**src/rtl/ow_pkg.sv**
```systemverilog
// ow_pkg: shared 1-Wire types, command codes and default timing for the responder and the reader.
package ow_pkg;

    typedef enum logic [2:0] {
        ST_IDLE,
        ST_PRES_WAIT,
        ST_PRES,
        ST_CMD,
        ST_TX
    } ow_state_e;

    localparam logic [7:0] CMD_READ_ROM        = 8'h33;
    localparam logic [7:0] CMD_READ_ROM_LEGACY = 8'h0F;

    localparam int CLK_PER_US_DEF   = 100;
    localparam int RESET_MIN_US_DEF = 480;
    localparam int PRES_WAIT_US_DEF = 30;
    localparam int PRES_US_DEF      = 120;
    localparam int SAMPLE_US_DEF    = 30;
    localparam int HOLD0_US_DEF     = 30;
    localparam int US_W             = 9;

    function automatic logic is_read_rom(input logic [7:0] c);
        return (c == CMD_READ_ROM) || (c == CMD_READ_ROM_LEGACY);
    endfunction

endpackage

```
**src/rtl/ow_us_tick.sv**
```systemverilog
// ow_us_tick: free-running one-clock pulse every CLK_PER_US clocks.
module ow_us_tick #(
    parameter int CLK_PER_US = 100
) (
    input  logic clk,
    input  logic reset,
    output logic us_tick
);

    localparam int W = $clog2(CLK_PER_US + 1);

    logic [W-1:0] cnt_q;

    assign us_tick = cnt_q == W'(CLK_PER_US - 1);

    always_ff @(posedge clk) begin
        if (reset || us_tick) cnt_q <= '0;
        else cnt_q <= cnt_q + 1'b1;
    end

endmodule

```
**src/rtl/ds2411_responder.sv**
```systemverilog
// ds2411_responder: 1-Wire slave answering bus reset with presence and READ ROM with a 64-bit ID.
module ds2411_responder
    import ow_pkg::*;
#(
    parameter int CLK_PER_US   = CLK_PER_US_DEF,
    parameter int RESET_MIN_US = RESET_MIN_US_DEF,
    parameter int PRES_WAIT_US = PRES_WAIT_US_DEF,
    parameter int PRES_US      = PRES_US_DEF,
    parameter int SAMPLE_US    = SAMPLE_US_DEF,
    parameter int HOLD0_US     = HOLD0_US_DEF
) (
    input  logic        clk,
    input  logic        reset,
    input  logic        enable,
    input  logic [63:0] rom_id,
    input  logic        dq_in,
    output logic        dq_oe,
    output logic        busy,
    output logic        reset_seen,
    output logic        cmd_valid,
    output logic [7:0]  cmd_byte,
    output logic        cmd_unsupp,
    output logic        rom_sent
);

    ow_state_e        state_q, state_d;
    logic             s1_q, s2_q, prev_q;
    logic             fall, rise, us_tick, bus_rst, restart;
    logic             slot_start, tx_start, sample, hold_end, tx_done;
    logic [US_W-1:0]  low_q, low_d, t_q, t_d;
    logic             slot_q, slot_d, drv_q, drv_d;
    logic [6:0]       bit_q, bit_d;
    logic [7:0]       cmd_sh_q, cmd_sh_d, cmd_q, cmd_d, cmd_next;
    logic [63:0]      rom_q, rom_d;

    ow_us_tick #(.CLK_PER_US(CLK_PER_US)) u_tick (
        .clk    (clk),
        .reset  (reset),
        .us_tick(us_tick)
    );

    assign fall       = prev_q & ~s2_q;
    assign rise       = ~prev_q & s2_q;
    assign bus_rst    = rise && (low_q >= US_W'(RESET_MIN_US));
    assign cmd_next   = {s2_q, cmd_sh_q[7:1]};
    assign sample     = (state_q == ST_CMD) && slot_q && (t_q == US_W'(SAMPLE_US));
    assign hold_end   = (state_q == ST_TX) && slot_q && (t_q == US_W'(HOLD0_US));
    assign tx_start   = fall && !slot_q && (state_q == ST_TX) && (bit_q != 7'd64);
    assign slot_start = tx_start || (fall && !slot_q && (state_q == ST_CMD));
    assign tx_done    = (state_q == ST_TX) && (bit_q == 7'd64) && !slot_q && s2_q;
    assign restart    = (state_d != state_q) || bus_rst;

    always_ff @(posedge clk) begin
        state_q <= reset ? ST_IDLE : state_d;
    end

    always_comb begin
        state_d = state_q;
        if (!enable) state_d = ST_IDLE;
        else if (bus_rst) state_d = ST_PRES_WAIT;
        else begin
            case (state_q)
                ST_PRES_WAIT: state_d = (t_q == US_W'(PRES_WAIT_US)) ? ST_PRES : ST_PRES_WAIT;
                ST_PRES:      state_d = (t_q == US_W'(PRES_US)) ? ST_CMD : ST_PRES;
                ST_CMD:       if (sample && bit_q == 7'd7) state_d = is_read_rom(cmd_next) ? ST_TX : ST_IDLE;
                ST_TX:        state_d = tx_done ? ST_IDLE : ST_TX;
                default:      state_d = ST_IDLE;
            endcase
        end
    end

    always_comb begin
        dq_oe      = enable && ((state_q == ST_PRES) || ((state_q == ST_TX) && drv_q));
        busy       = state_q != ST_IDLE;
        reset_seen = enable && bus_rst;
        cmd_valid  = enable && !bus_rst && sample && (bit_q == 7'd7);
        cmd_unsupp = cmd_valid && !is_read_rom(cmd_next);
        rom_sent   = enable && !bus_rst && tx_done;
        cmd_byte   = cmd_q;
    end

    // Low time is only the master's: our own drive must never build up a bus reset.
    always_comb begin
        low_d    = fall ? '0 : (us_tick && !s2_q && !dq_oe && low_q < US_W'(RESET_MIN_US)) ? low_q + 1'b1 : low_q;
        t_d      = (restart || slot_start) ? '0 : (us_tick && t_q != '1) ? t_q + 1'b1 : t_q;
        slot_d   = restart ? 1'b0 : slot_start ? 1'b1 : (sample || hold_end) ? 1'b0 : slot_q;
        drv_d    = (restart || !enable || hold_end) ? 1'b0 : tx_start ? ~rom_q[0] : drv_q;
        bit_d    = restart ? '0 : (sample || tx_start) ? bit_q + 1'b1 : bit_q;
        cmd_sh_d = sample ? cmd_next : cmd_sh_q;
        cmd_d    = cmd_valid ? cmd_next : cmd_q;
        rom_d    = (restart && state_d == ST_PRES_WAIT) ? rom_id : tx_start ? rom_q >> 1 : rom_q;
    end

    // Synchroniser idles high so a released bus does not look like an edge after reset.
    always_ff @(posedge clk) begin
        if (reset) begin
            s1_q     <= 1'b1;
            s2_q     <= 1'b1;
            prev_q   <= 1'b1;
            low_q    <= '0;
            t_q      <= '0;
            slot_q   <= 1'b0;
            drv_q    <= 1'b0;
            bit_q    <= '0;
            cmd_sh_q <= '0;
            cmd_q    <= '0;
            rom_q    <= '0;
        end else begin
            s1_q     <= dq_in;
            s2_q     <= s1_q;
            prev_q   <= s2_q;
            low_q    <= low_d;
            t_q      <= t_d;
            slot_q   <= slot_d;
            drv_q    <= drv_d;
            bit_q    <= bit_d;
            cmd_sh_q <= cmd_sh_d;
            cmd_q    <= cmd_d;
            rom_q    <= rom_d;
        end
    end

endmodule
```
**config.mk**
```make
export PLATFORM = sky130hd
export DESIGN_NAME = ds2411_responder
export DESIGN_NICKNAME = d
export VERILOG_FILES = /design/src/rtl/ow_pkg.sv /design/src/rtl/ow_us_tick.sv /design/src/rtl/ds2411_responder.sv
export SDC_FILE = /design/constraint.sdc
export NUM_CORES = 1
export LEC_CHECK = 0
export BUFFER_PORTS_ARGS = -buffer_cell sky130_fd_sc_hd__buf_2
export CAP_MARGIN = 10
export CORE_MARGIN = 5
export CORE_UTILIZATION = 45
export DETAILED_ROUTE_END_ITERATION = 10
export MAX_ROUTING_LAYER = met4
export PLACE_DENSITY = 0.65
export SLEW_MARGIN = 20
export SYNTH_ARGS = -nofsm -noshare
export SYNTH_HDL_FRONTEND = slang
export SYNTH_SLANG_ARGS = --single-unit
```
**constraint.sdc**
```tcl
create_clock -name clk -period 2.8 [get_ports clk]
set_input_delay 0.42 -clock clk [delete_from_list [all_inputs] [get_ports clk]]
set_output_delay 0.42 -clock clk [all_outputs]
set_load 0.005 [all_outputs]
```
==> results of run 1 <==
-- synthesized netlist by cell type, types with 8 or more instances --
cell type | count | area share, %
a211oi_1 | 65 | 8.7
xnor2_1 | 15 | 2.3
ha_1 | 9 | 2.0
nand3_1 | 15 | 1.3
inv_1 | 16 | 1.1
nor3_1 | 14 | 1.2
a21oi_1 | 15 | 1.3
o21ai_0 | 9 | 0.80
dfxtp_1 | 119 | 42
nor4_1 | 11 | 1.2
buf_2 | 8 | 0.71
mux2i_1 | 80 | 14
nor2_1 | 101 | 6.7
or3_1 | 10 | 1.1
nand2_1 | 19 | 1.3
clkbuf_1 | 25 | 1.7
-- worst reg2reg max path, cell delays in order (launching register included) --
cell       delay [ns]
dfxtp_1          0.35
inv_1            0.10
ha_1             0.16
nand4bb_2        0.22
or4b_1           0.59
nor3_4           0.45
mux2i_1          0.25
nor2_1           0.06
-- kinds of logic (layout without fill, tap and decap cells) --
group | Yosys count | count (layout)
AO/OA/AOI/OAI | 105 | 105
buffers and inverters | 58 | 137
adder cells (fa/ha/maj) | 9 | 9
flip-flops | 119 | 119
XOR/XNOR | 20 | 20
AND/OR/NAND/NOR | 214 | 214
multiplexers | 81 | 81
-- state kept, by name (all words and copies together), names as in the netlist --
signal        count
slot_q            1
cmd_byte          8
rom_q            64
cmd_sh_q          7
u_tick.cnt_q      7
s2_q              1
t_q               9
state_q           3
bit_q             7
prev_q            1
s1_q              1
low_q             9
drv_q             1
-- worst max-delay path by stage --
| stage | startpoint | endpoint | slack, ns | cells past startpoint |
|---|---|---|---|---|
| detailed placement | t_q[0] | cmd_byte[3] | 0.51 | 7 |
| floorplan | t_q[0] | cmd_byte[0] | 0.70 | 8 |
| finish | bit_q[3] | rom_sent | 0.19 | 4 |
| global placement | bit_q[3] | drv_q | 0.58 | 6 |
| global route | t_q[0] | cmd_unsupp | 0.1 | 7 |
| CTS | t_q[0] | cmd_unsupp | 0.13 | 7 |
-- per-layer routing --
metal  global-route usage [%]  vias up
met5                        -        -
met4                    7.633        0
met3                    4.828       12
met2                    26.93      105
met1                    22.69     2090
li1                         -     2315
-- layout make-up --
cell class,instances,share of cell area (%)
multi-input cells,429,44.37
flip-flops and latches,119,35.23
repair buffers,89,7.254
clock buffers,21,6.958
well taps,168,3.109
clock inverters,11,2.184
inverters,16,0.8882
-- report_power, final --
part | switching (mW) | leakage [nW] | internal, mW
Sequential | 0.00482 | 0.959 | 1.70
Combinational | 0.0555 | 1.74 | 0.0445
Clock | 0.757 | 0.291 | 1.47
Total | 0.818 | 2.99 | 3.21
-- stage by stage --
step	worst slack (ns)	total power [mW]	std cells	instance area, µm²
final	0.1918	4.029	853	6761
after global routing	0.09932	4.157	853	6761
after CTS	0.1341	4.074	853	6759
after global placement	0.5812	1.840	821	6141
after detailed placement	0.5131	1.841	821	6141
after floorplan	0.7001	1.778	606	5632
-- what timing repair did --
| action | 4_1_cts | 5_1_grt |
|---|---|---|
| resized for setup | 0 | 1 |
| endpoints found under the setup margin | 0 | 1 |
| buffers inserted | 0 | 0 |
==> reports/results.txt, run 1 <==
status -> finished clean
Final ANT Viol Nets -> 0
maximum VDD drop -> 461.4 µV
post-synthesis compound-gate area fraction -> 13.51%
setup violators final -> 0
hold_sp -> dq_in
clock-pin slew on the worst setup and hold paths -> 0.05 ns
total number of vias -> 4522
leading cell types in the layout, fill and taps excluded -> dfxtp_1, nor2_1, buf_2
final wirelength -> 12.37 mm
routed wire length on met2 -> 5.736 mm
Post-Synth XOR/XNOR Area -> 3.110%
Num Clock Sinks -> 119
kind of critical path -> flop to output pin
CP required -> 2.38 ns
DRT Pass-1 Iters -> 4
Tightest Hold Check Type -> primary input to flop
first-pass GRT wire length -> 20.81 mm
drt drc -> 0
Syn Inst Count -> 606
Synth Net Count -> 683
top flip-flop cell by instance count after synthesis -> dfxtp_1
Hold Fails Final Rpt -> 0
total grt overflow -> 0
crit path buf inv count -> 1
IO Pins -> 82
largest family of logic cells by synthesized area -> simple AND/OR/NAND/NOR gates
Row Count -> 40
Root Driver -> clkbuf_16
Detailed Place HPWL -> 8.421 mm
metal3 WL -> 589 µm
htree depth -> 4
Routed wire per std cell -> 14.50 µm
Max Slew Vio Count -> 0
clk buf depth -> 2
Vias/cell -> 5.301
Slew headroom -> 58.32%
Setup crit end kind -> output pin
register area share after synthesis -> 42.30%
family with the most delay on the worst path -> simple AND/OR/NAND/NOR gates
commonest non-fill, non-tap cell in the layout -> dfxtp_1
Port Buffer Count -> 81
core area -> 0.01216 mm²
Netlist cell types -> 60
Worst Hold End -> s1_q
RePlAce Congestion -> 0.9252
metal1 wirelength -> 5.918 mm
Reg-to-Reg Start -> t_q[0]
Avg Cell Area, Syn -> 9.293 µm²
Data arrival, critical path -> 2.19 ns
Simple-Gate Fraction of Synth Area -> 20.06%
Leak Pwr -> 2.994 nW
die footprint -> 0.01485 mm²
slowest CP cell -> or3_2
largest net degree at the start of global routing -> 129
Die Wd -> 121.9 µm
Initial DRC Count -> 178
fin crit period -> 2.608 ns
Layout fillers -> 1077
area occupied by multi-input gates -> 0.003000 mm²
Post-synth ARST share -> 0%
Synth Area in Adders -> 2.000%
CTS hold repair buffers -> 0
CP max FO -> 7
Sequential Area -> 0.002382 mm²
initial antenna violation count -> 0
Clock Skew -> 0.01261 ns
max-cap viol count -> 0
Worst R2R Setup Slack -> 0.47 ns
total CTS buffers -> 17
die height -> 121.9 µm
RSZ-0062 raised after global routing -> false
Worst R2R End -> cmd_byte[3]
Tightest Pin Transition -> 0.6253 ns
vias in the first global route -> 4464
top sig layer -> met4
PwrDens -> 595.9 mW/mm²
Startpoint Class -> flop
Initial Util -> 46.31%
Crit path largest cell delay -> 0.54 ns
Worst-Skew Late Latency -> 0.42 ns
number of synthesized flops with an enable pin -> 0
Syn-to-layout area delta -> 20.06%
maximum clock rate -> 383.4 MHz
Core Util, Final -> 55.60%
share of layout cells above drive strength 1 -> 20.15%
NumNets Final -> 749
Post-Syn Area -> 0.005632 mm²
part of the cycle the worst path needs -> 93.15%
worst hold slack -> 0.2256 ns
CTS tree -> built
R2R depth -> 7
worst hold stages -> 2
GR Util All Layers -> 17.90%
Post-Route Setup TNS -> 0 ns
#FFs+latches synth -> 119
YS warnings -> 0
critical-path cell list -> or3_1 > or3_2 > nor3_1 > buf_2
antenna cell count -> 0
mux contribution to synthesized area -> 14.42%
(Power assumes the default switching activity.)
==> run 2, diff against run 1 <==
--- a/config.mk
+++ b/config.mk
@@ -8,10 +8,10 @@
 export BUFFER_PORTS_ARGS = -buffer_cell sky130_fd_sc_hd__buf_2
 export CAP_MARGIN = 10
 export CORE_MARGIN = 5
-export CORE_UTILIZATION = 45
+export CORE_UTILIZATION = 40
 export DETAILED_ROUTE_END_ITERATION = 10
 export MAX_ROUTING_LAYER = met4
-export PLACE_DENSITY = 0.65
+export SETUP_SLACK_MARGIN = 0.5
 export SLEW_MARGIN = 20
 export SYNTH_ARGS = -nofsm -noshare
 export SYNTH_HDL_FRONTEND = slang
==> reports/results.txt, run 2 (same netlist as run 1, synthesis figures left out) <==
Final Cell Area -> 0.006993 mm² (was 0.006761 mm²)
NumNets Final -> 758 (was 749)
Initial DRC Count -> 239 (was 178)
busiest layer in global routing -> met2 (unchanged)
Clock Skew -> 0.01427 ns (was 0.01261 ns)
total grt overflow -> 0 (unchanged)
final wirelength -> 12.73 mm (was 12.37 mm)
Num Clock Sinks -> 119 (unchanged)
Setup crit end kind -> flop (was output pin)
Final ANT Viol Nets -> 0 (unchanged)
Startpoint Class -> flop (unchanged)
Tightest Hold Check Type -> primary input to flop (unchanged)
share of layout cells above drive strength 1 -> 24.35% (was 20.15%)
CTS tree -> built (unchanged)
RSZ-0062 raised after global routing -> true (was false)
global routing usage on met3 -> 5.064% (was 4.828%)
GR Util All Layers -> 16.35% (was 17.90%)
biggest regs -> rom_q (64), low_q (9), t_q (9) (unchanged)
Worst-Skew Late Latency -> 0.41 ns (was 0.42 ns)
Die Wd -> 128.7 µm (was 121.9 µm)
total number of vias -> 4620 (was 4522)
maximum VDD drop -> 421.6 µV (was 461.4 µV)
Root Driver -> clkbuf_16 (unchanged)
total power after layout -> 3.981 mW (was 4.029 mW)
PwrDens -> 569.4 mW/mm² (was 595.9 mW/mm²)
Slew headroom -> 55.92% (was 58.32%)
CP required -> 3.10 ns (was 2.38 ns)
Initial Util -> 40.73% (was 46.31%)
max FFs per register -> 64 (unchanged)
CTS hold repair buffers -> 0 (unchanged)
max-cap viol count -> 0 (unchanged)
htree depth -> 4 (unchanged)
vias in the first global route -> 4527 (was 4464)
largest net degree at the start of global routing -> 101 (was 129)
Routed wire per std cell -> 14.56 µm (was 14.50 µm)
core area -> 0.01383 mm² (was 0.01216 mm²)
antenna cell count -> 0 (unchanged)
part of the cycle the worst path needs -> 81.45% (was 93.15%)
area post-placement -> 0.006168 mm² (was 0.006141 mm²)
Hold Fails Final Rpt -> 0 (unchanged)
most flop-heavy register -> rom_q (unchanged)
Max Slew Vio Count -> 0 (unchanged)
leading cell types in the layout, fill and taps excluded -> dfxtp_1, nor2_1, buf_2 (unchanged)
clock-pin slew on the worst setup and hold paths -> 0.06 ns (was 0.05 ns)
CP max FO -> 9 (was 7)
first-pass GRT wire length -> 21.39 mm (was 20.81 mm)
setup violators final -> 0 (unchanged)
IO Pins -> 82 (unchanged)
Reg-to-Reg Start -> t_q[0] (unchanged)
Port Buffer Count -> 81 (unchanged)
fin cells -> 874 (was 853)
status -> finished clean (unchanged)
die footprint -> 0.01655 mm² (was 0.01485 mm²)
Row Count -> 43 (was 40)
Core Util, Final -> 50.57% (was 55.60%)
placed instance count -> 833 (was 821)
Layout fillers -> 1274 (was 1077)
Critical Path Start -> t_q[0] (was bit_q[3])
met2 Track Usage GR -> 23.90% (was 26.93%)
Leak Pwr -> 3.041 nW (was 2.994 nW)
total CTS buffers -> 17 (unchanged)
die height -> 128.7 µm (was 121.9 µm)
Tightest Pin Transition -> 0.6612 ns (was 0.6253 ns)
RePlAce Congestion -> 0.8592 (was 0.9252)
met1 GRT Util -> 21.11% (was 22.69%)
kind of critical path -> flop to flop (was flop to output pin)
initial antenna violation count -> 0 (unchanged)
clk buf depth -> 2 (unchanged)
Post-Route Setup TNS -> 0 ns (unchanged)
maximum clock rate -> 438.5 MHz (was 383.4 MHz)
Vias/cell -> 5.286 (was 5.301)
Syn-to-layout area delta -> 24.17% (was 20.06%)
hold_sp -> dq_in (unchanged)
drt drc -> 0 (unchanged)
Data arrival, critical path -> 2.58 ns (was 2.19 ns)
Detailed Place HPWL -> 8.373 mm (was 8.421 mm)
commonest non-fill, non-tap cell in the layout -> dfxtp_1 (unchanged)
DRT Pass-1 Iters -> 5 (was 4)
fin crit period -> 2.281 ns (was 2.608 ns)
==> run 2: changes by cell type in the layout (fill, tap and decap cells not counted), moves of 3 or more <==
cell	change
inv_6	+3
nor4_1	-4
buf_4	+5
dfxtp_1	-6
nor4_2	+4
nor3_1	-3
dfxtp_2	+5
==> run 2: area by class of cell <==
class                           count  area (µm²)  area share [%]
Tap cell                          180       225.2           3.221
Clock inverter                     12       141.4           2.022
Clock buffer                       20       456.7           6.531
Sequential cell                   119        2392           34.21
Multi-Input combinational cell    429        3123           44.66
Inverter                           16       63.81          0.9125
Timing Repair Buffer               98       590.6           8.445
==> run 2: through the flow <==
step	setup slack [ns]	hold WS (ns)
final	0.5195	0.1965
after global routing	0.3997	0.1950
after CTS	0.4426	0.1714
after detailed placement	0.4321	0.4009
after global placement	0.4649	0.3912
after floorplan	0.7001	0.3895
==> run 2: worst max-delay path: stages (launching register included) <==
cell	delay [ns]
dfxtp_4	0.36
inv_2	0.08
ha_1	0.14
or3b_1	0.34
or4_4	0.50
o221ai_2	0.10
o311ai_4	0.14
buf_6	0.18
nor4_1	0.32
==> run 2: routing by layer <==
layer / vias to the layer above / routed length (µm) / share of wire [%]
li1: 2341 / - / -
met1: 2147 / 6125 / 48
met2: 110 / 5695 / 45
met3: 22 / 625 / 4.9
met4: 0 / 280 / 2.2
met5: - / 0 / 0
==> run 2: worst paths after layout <==
path,end,slack [ns],cells after the start
worst min-delay path,s1_q,0.20,2
worst min register to register,s2_q,0.42,1
worst max-delay path,t_q[4],0.52,8
worst max register to register,t_q[4],0.52,8
==> run 2: what timing repair did <==
item	in CTS	in global routing
buffers inserted	4	5
endpoints found under the setup margin	18	76
resized for setup	12	21
cloned	0	0
pin swaps	6	7
==> run 2: report_power, final <==
group | internal, mW | leakage [nW] | switching [mW]
clock | 1.37 | 0.288 | 0.806
sequential | 1.70 | 0.962 | 0.00663
combinational | 0.0470 | 1.79 | 0.0561
total | 3.11 | 3.04 | 0.868
==> run 3, diff against run 2 <==
==> constraint.sdc (replaced) <==
create_clock -name clk -period 2.1 [get_ports clk]
set_input_delay 0.315 -clock clk [delete_from_list [all_inputs] [get_ports clk]]
set_output_delay 0.315 -clock clk [all_outputs]
set_load 0.005 [all_outputs]
==> reports/results.txt, run 3 (same netlist as run 1, synthesis figures left out) <==
status -> complete, but fails checks (was finished clean)
failing checks -> setup timing
worst hold slack -> 0.1105 ns (was 0.1965 ns)
Crit path largest cell delay -> 0.45 ns (was 0.50 ns)
Psw -> 1.077 mW (was 868.3 µW)
PwrDens -> 649.3 mW/mm² (was 569.4 mW/mm²)
maximum clock rate -> 444.8 MHz (was 438.5 MHz)
biggest regs -> rom_q (64), low_q (9), t_q (9) (unchanged)
Setup crit end kind -> flop (unchanged)
slowest CP cell -> or4_4 (unchanged)
CTS tree -> built (unchanged)
part of the cycle the worst path needs -> 107.0% (was 81.45%)
core area -> 0.01383 mm² (unchanged)
total power after layout -> 5.346 mW (was 3.981 mW)
max FFs per register -> 64 (unchanged)
family with the most delay on the worst path -> simple AND/OR/NAND/NOR gates (unchanged)
setup violators final -> 22 (was 0)
Num Clock Sinks -> 119 (unchanged)
vias in the first global route -> 4952 (was 4527)
Worst-Skew Late Latency -> 0.41 ns (about the same)
Routed wire per std cell -> 15.30 µm (was 14.56 µm)
Detailed Place HPWL -> 9.254 mm (was 8.373 mm)
Final ANT Viol Nets -> 0 (unchanged)
total number of vias -> 5028 (was 4620)
cell mode on critical path -> buf_4
Initial Util -> 40.73% (unchanged)
Net Sw Frac -> 20.14% (was 21.81%)
Port Buffer Count -> 81 (unchanged)
Syn-to-layout area delta -> 46.21% (was 24.17%)
Critical Path Start -> t_q[0] (unchanged)
Hold Fails Final Rpt -> 0 (unchanged)
htree depth -> 4 (unchanged)
hold_sp -> dq_in (unchanged)
kind of critical path -> flop to flop (unchanged)
Row Count -> 43 (unchanged)
clock-pin slew on the worst setup and hold paths -> 0.05 ns (was 0.06 ns)
Tightest Hold Check Type -> primary input to flop (unchanged)
largest net degree at the start of global routing -> 129 (was 101)
critical-path cell list -> inv_2 > buf_4 > ha_1 > or3b_1 > or4_4 > nand3b_1 > o311ai_4 > buf_4 > buf_6 > nor3_2 (was inv_2 > ha_1 > or3b_1 > or4_4 > o221ai_2 > o311ai_4 > buf_6 > nor4_1)
final wirelength -> 14.54 mm (was 12.73 mm)
most flop-heavy register -> rom_q (unchanged)
share of layout cells above drive strength 1 -> 41.56% (was 24.35%)
Startpoint Class -> flop (unchanged)
die footprint -> 0.01655 mm² (unchanged)
Tightest Pin Transition -> 0.5590 ns (was 0.6612 ns)
Reg-to-Reg Start -> t_q[0] (unchanged)
Vias/cell -> 5.293 (was 5.286)
crit path buf inv count -> 4 (was 2)
total grt overflow -> 0 (unchanged)
CP required -> 2.39 ns (was 3.10 ns)
Clock Power Share -> 54.7% (was 54.6%)
maximum VDD drop -> 490.4 µV (was 421.6 µV)
GR Util All Layers -> 18.17% (was 16.35%)
commonest non-fill, non-tap cell in the layout -> dfxtp_1 (unchanged)
Initial DRC Count -> 243 (was 239)
Leak Pwr -> 3.536 nW (was 3.041 nW)
Clock Skew -> 0.006565 ns (was 0.01427 ns)
clk buf depth -> 2 (unchanged)
initial antenna violation count -> 0 (unchanged)
internal power -> 4.269 mW (was 3.113 mW)
max-cap viol count -> 0 (unchanged)
Max Slew Vio Count -> 0 (unchanged)
RePlAce Congestion -> 0.8359 (was 0.8592)
NumNets Final -> 836 (was 758)
Slew headroom -> 62.73% (was 55.92%)
Setup WS post-layout -> -0.1480 ns (was 0.5195 ns)
CP max FO -> 4 (was 9)
leading cell types in the layout, fill and taps excluded -> dfxtp_1, nor2_1, buf_2 (unchanged)
IO Pins -> 82 (unchanged)
total CTS buffers -> 17 (unchanged)
Data arrival, critical path -> 2.54 ns (was 2.58 ns)
Die Wd -> 128.7 µm (unchanged)
fin crit period -> 2.248 ns (was 2.281 ns)
RSZ-0062 raised after global routing -> true (unchanged)
drt drc -> 0 (unchanged)
antenna cell count -> 0 (unchanged)
Comb pwr share -> 2.9% (was 2.6%)
die height -> 128.7 µm (unchanged)
DRT Pass-1 Iters -> 5 (unchanged)
Root Driver -> clkbuf_16 (unchanged)
Seq pwr share -> 42.4% (was 42.8%)
first-pass GRT wire length -> 23.62 mm (was 21.39 mm)
dpl ws -> -0.2754 ns (was 0.4321 ns)
Core Util, Final -> 59.55% (was 50.57%)
==> run 3: changes by cell type in the layout (fill, tap and decap cells not counted), moves of 9 or more <==
| cell | change |
|---|---|
| buf_4 | +42 |
| buf_6 | +24 |
| dfxtp_1 | -12 |
| a211oi_1 | -10 |
| a211oi_2 | +10 |
| nor3_1 | -10 |
| buf_8 | +9 |
==> run 3: final timing paths <==
check        slack [ns]  cells past startpoint       end
max               -0.15                     10  bit_q[0]
min                0.11                      2      s1_q
max reg2reg       -0.15                     10  bit_q[0]
min reg2reg        0.40                      1      s2_q
==> run 3: cell type report <==
class / instances / area, µm²
inverter: 16 / 62.56
timing repair buffer: 176 / 1434
fill: 1165 / 5593
sequential: 119 / 2417
multi-input combinational: 429 / 3500
tap: 180 / 225.2
clock inverter: 9 / 125.1
clock buffer: 21 / 470.5
==> run 3: routing by layer <==
metal	vias up	wire [µm]	track usage (%)
met4	0	354	7.041
met1	2374	6801	23.43
li1	2494	-	-
met3	28	575	4.649
met5	-	0	-
met2	132	6805	27.35
==> run 3: repair_timing <==
action	4_1_cts	5_1_grt
endpoints found under the hold margin	0	0
gates cloned	3	2
hold buffers	0	0
buffers inserted	26	11
endpoints found under the setup margin	121	119
pin swaps	45	30
resized for setup	83	59
==> run 3: power groups by stage <==
stage                     clock network (mW)  registers [mW]  logic (mW)
after floorplan                            0            2.32      0.0544
after global placement                     0            2.32       0.144
after detailed placement                   0            2.32       0.145
after CTS                               2.98            2.27       0.151
after global routing                    3.12            2.27       0.170
final                                   2.92            2.27       0.156
==> run 3: through the flow <==
step	cell area [µm²]	TNS, ns	instances
global route	8234	-5.782	950
detailed placement	6696	-3.436	878
floorplan	5873	0	606
finish	8234	-2.259	950
CTS	7853	-2.863	937
global placement	6696	-2.095	878
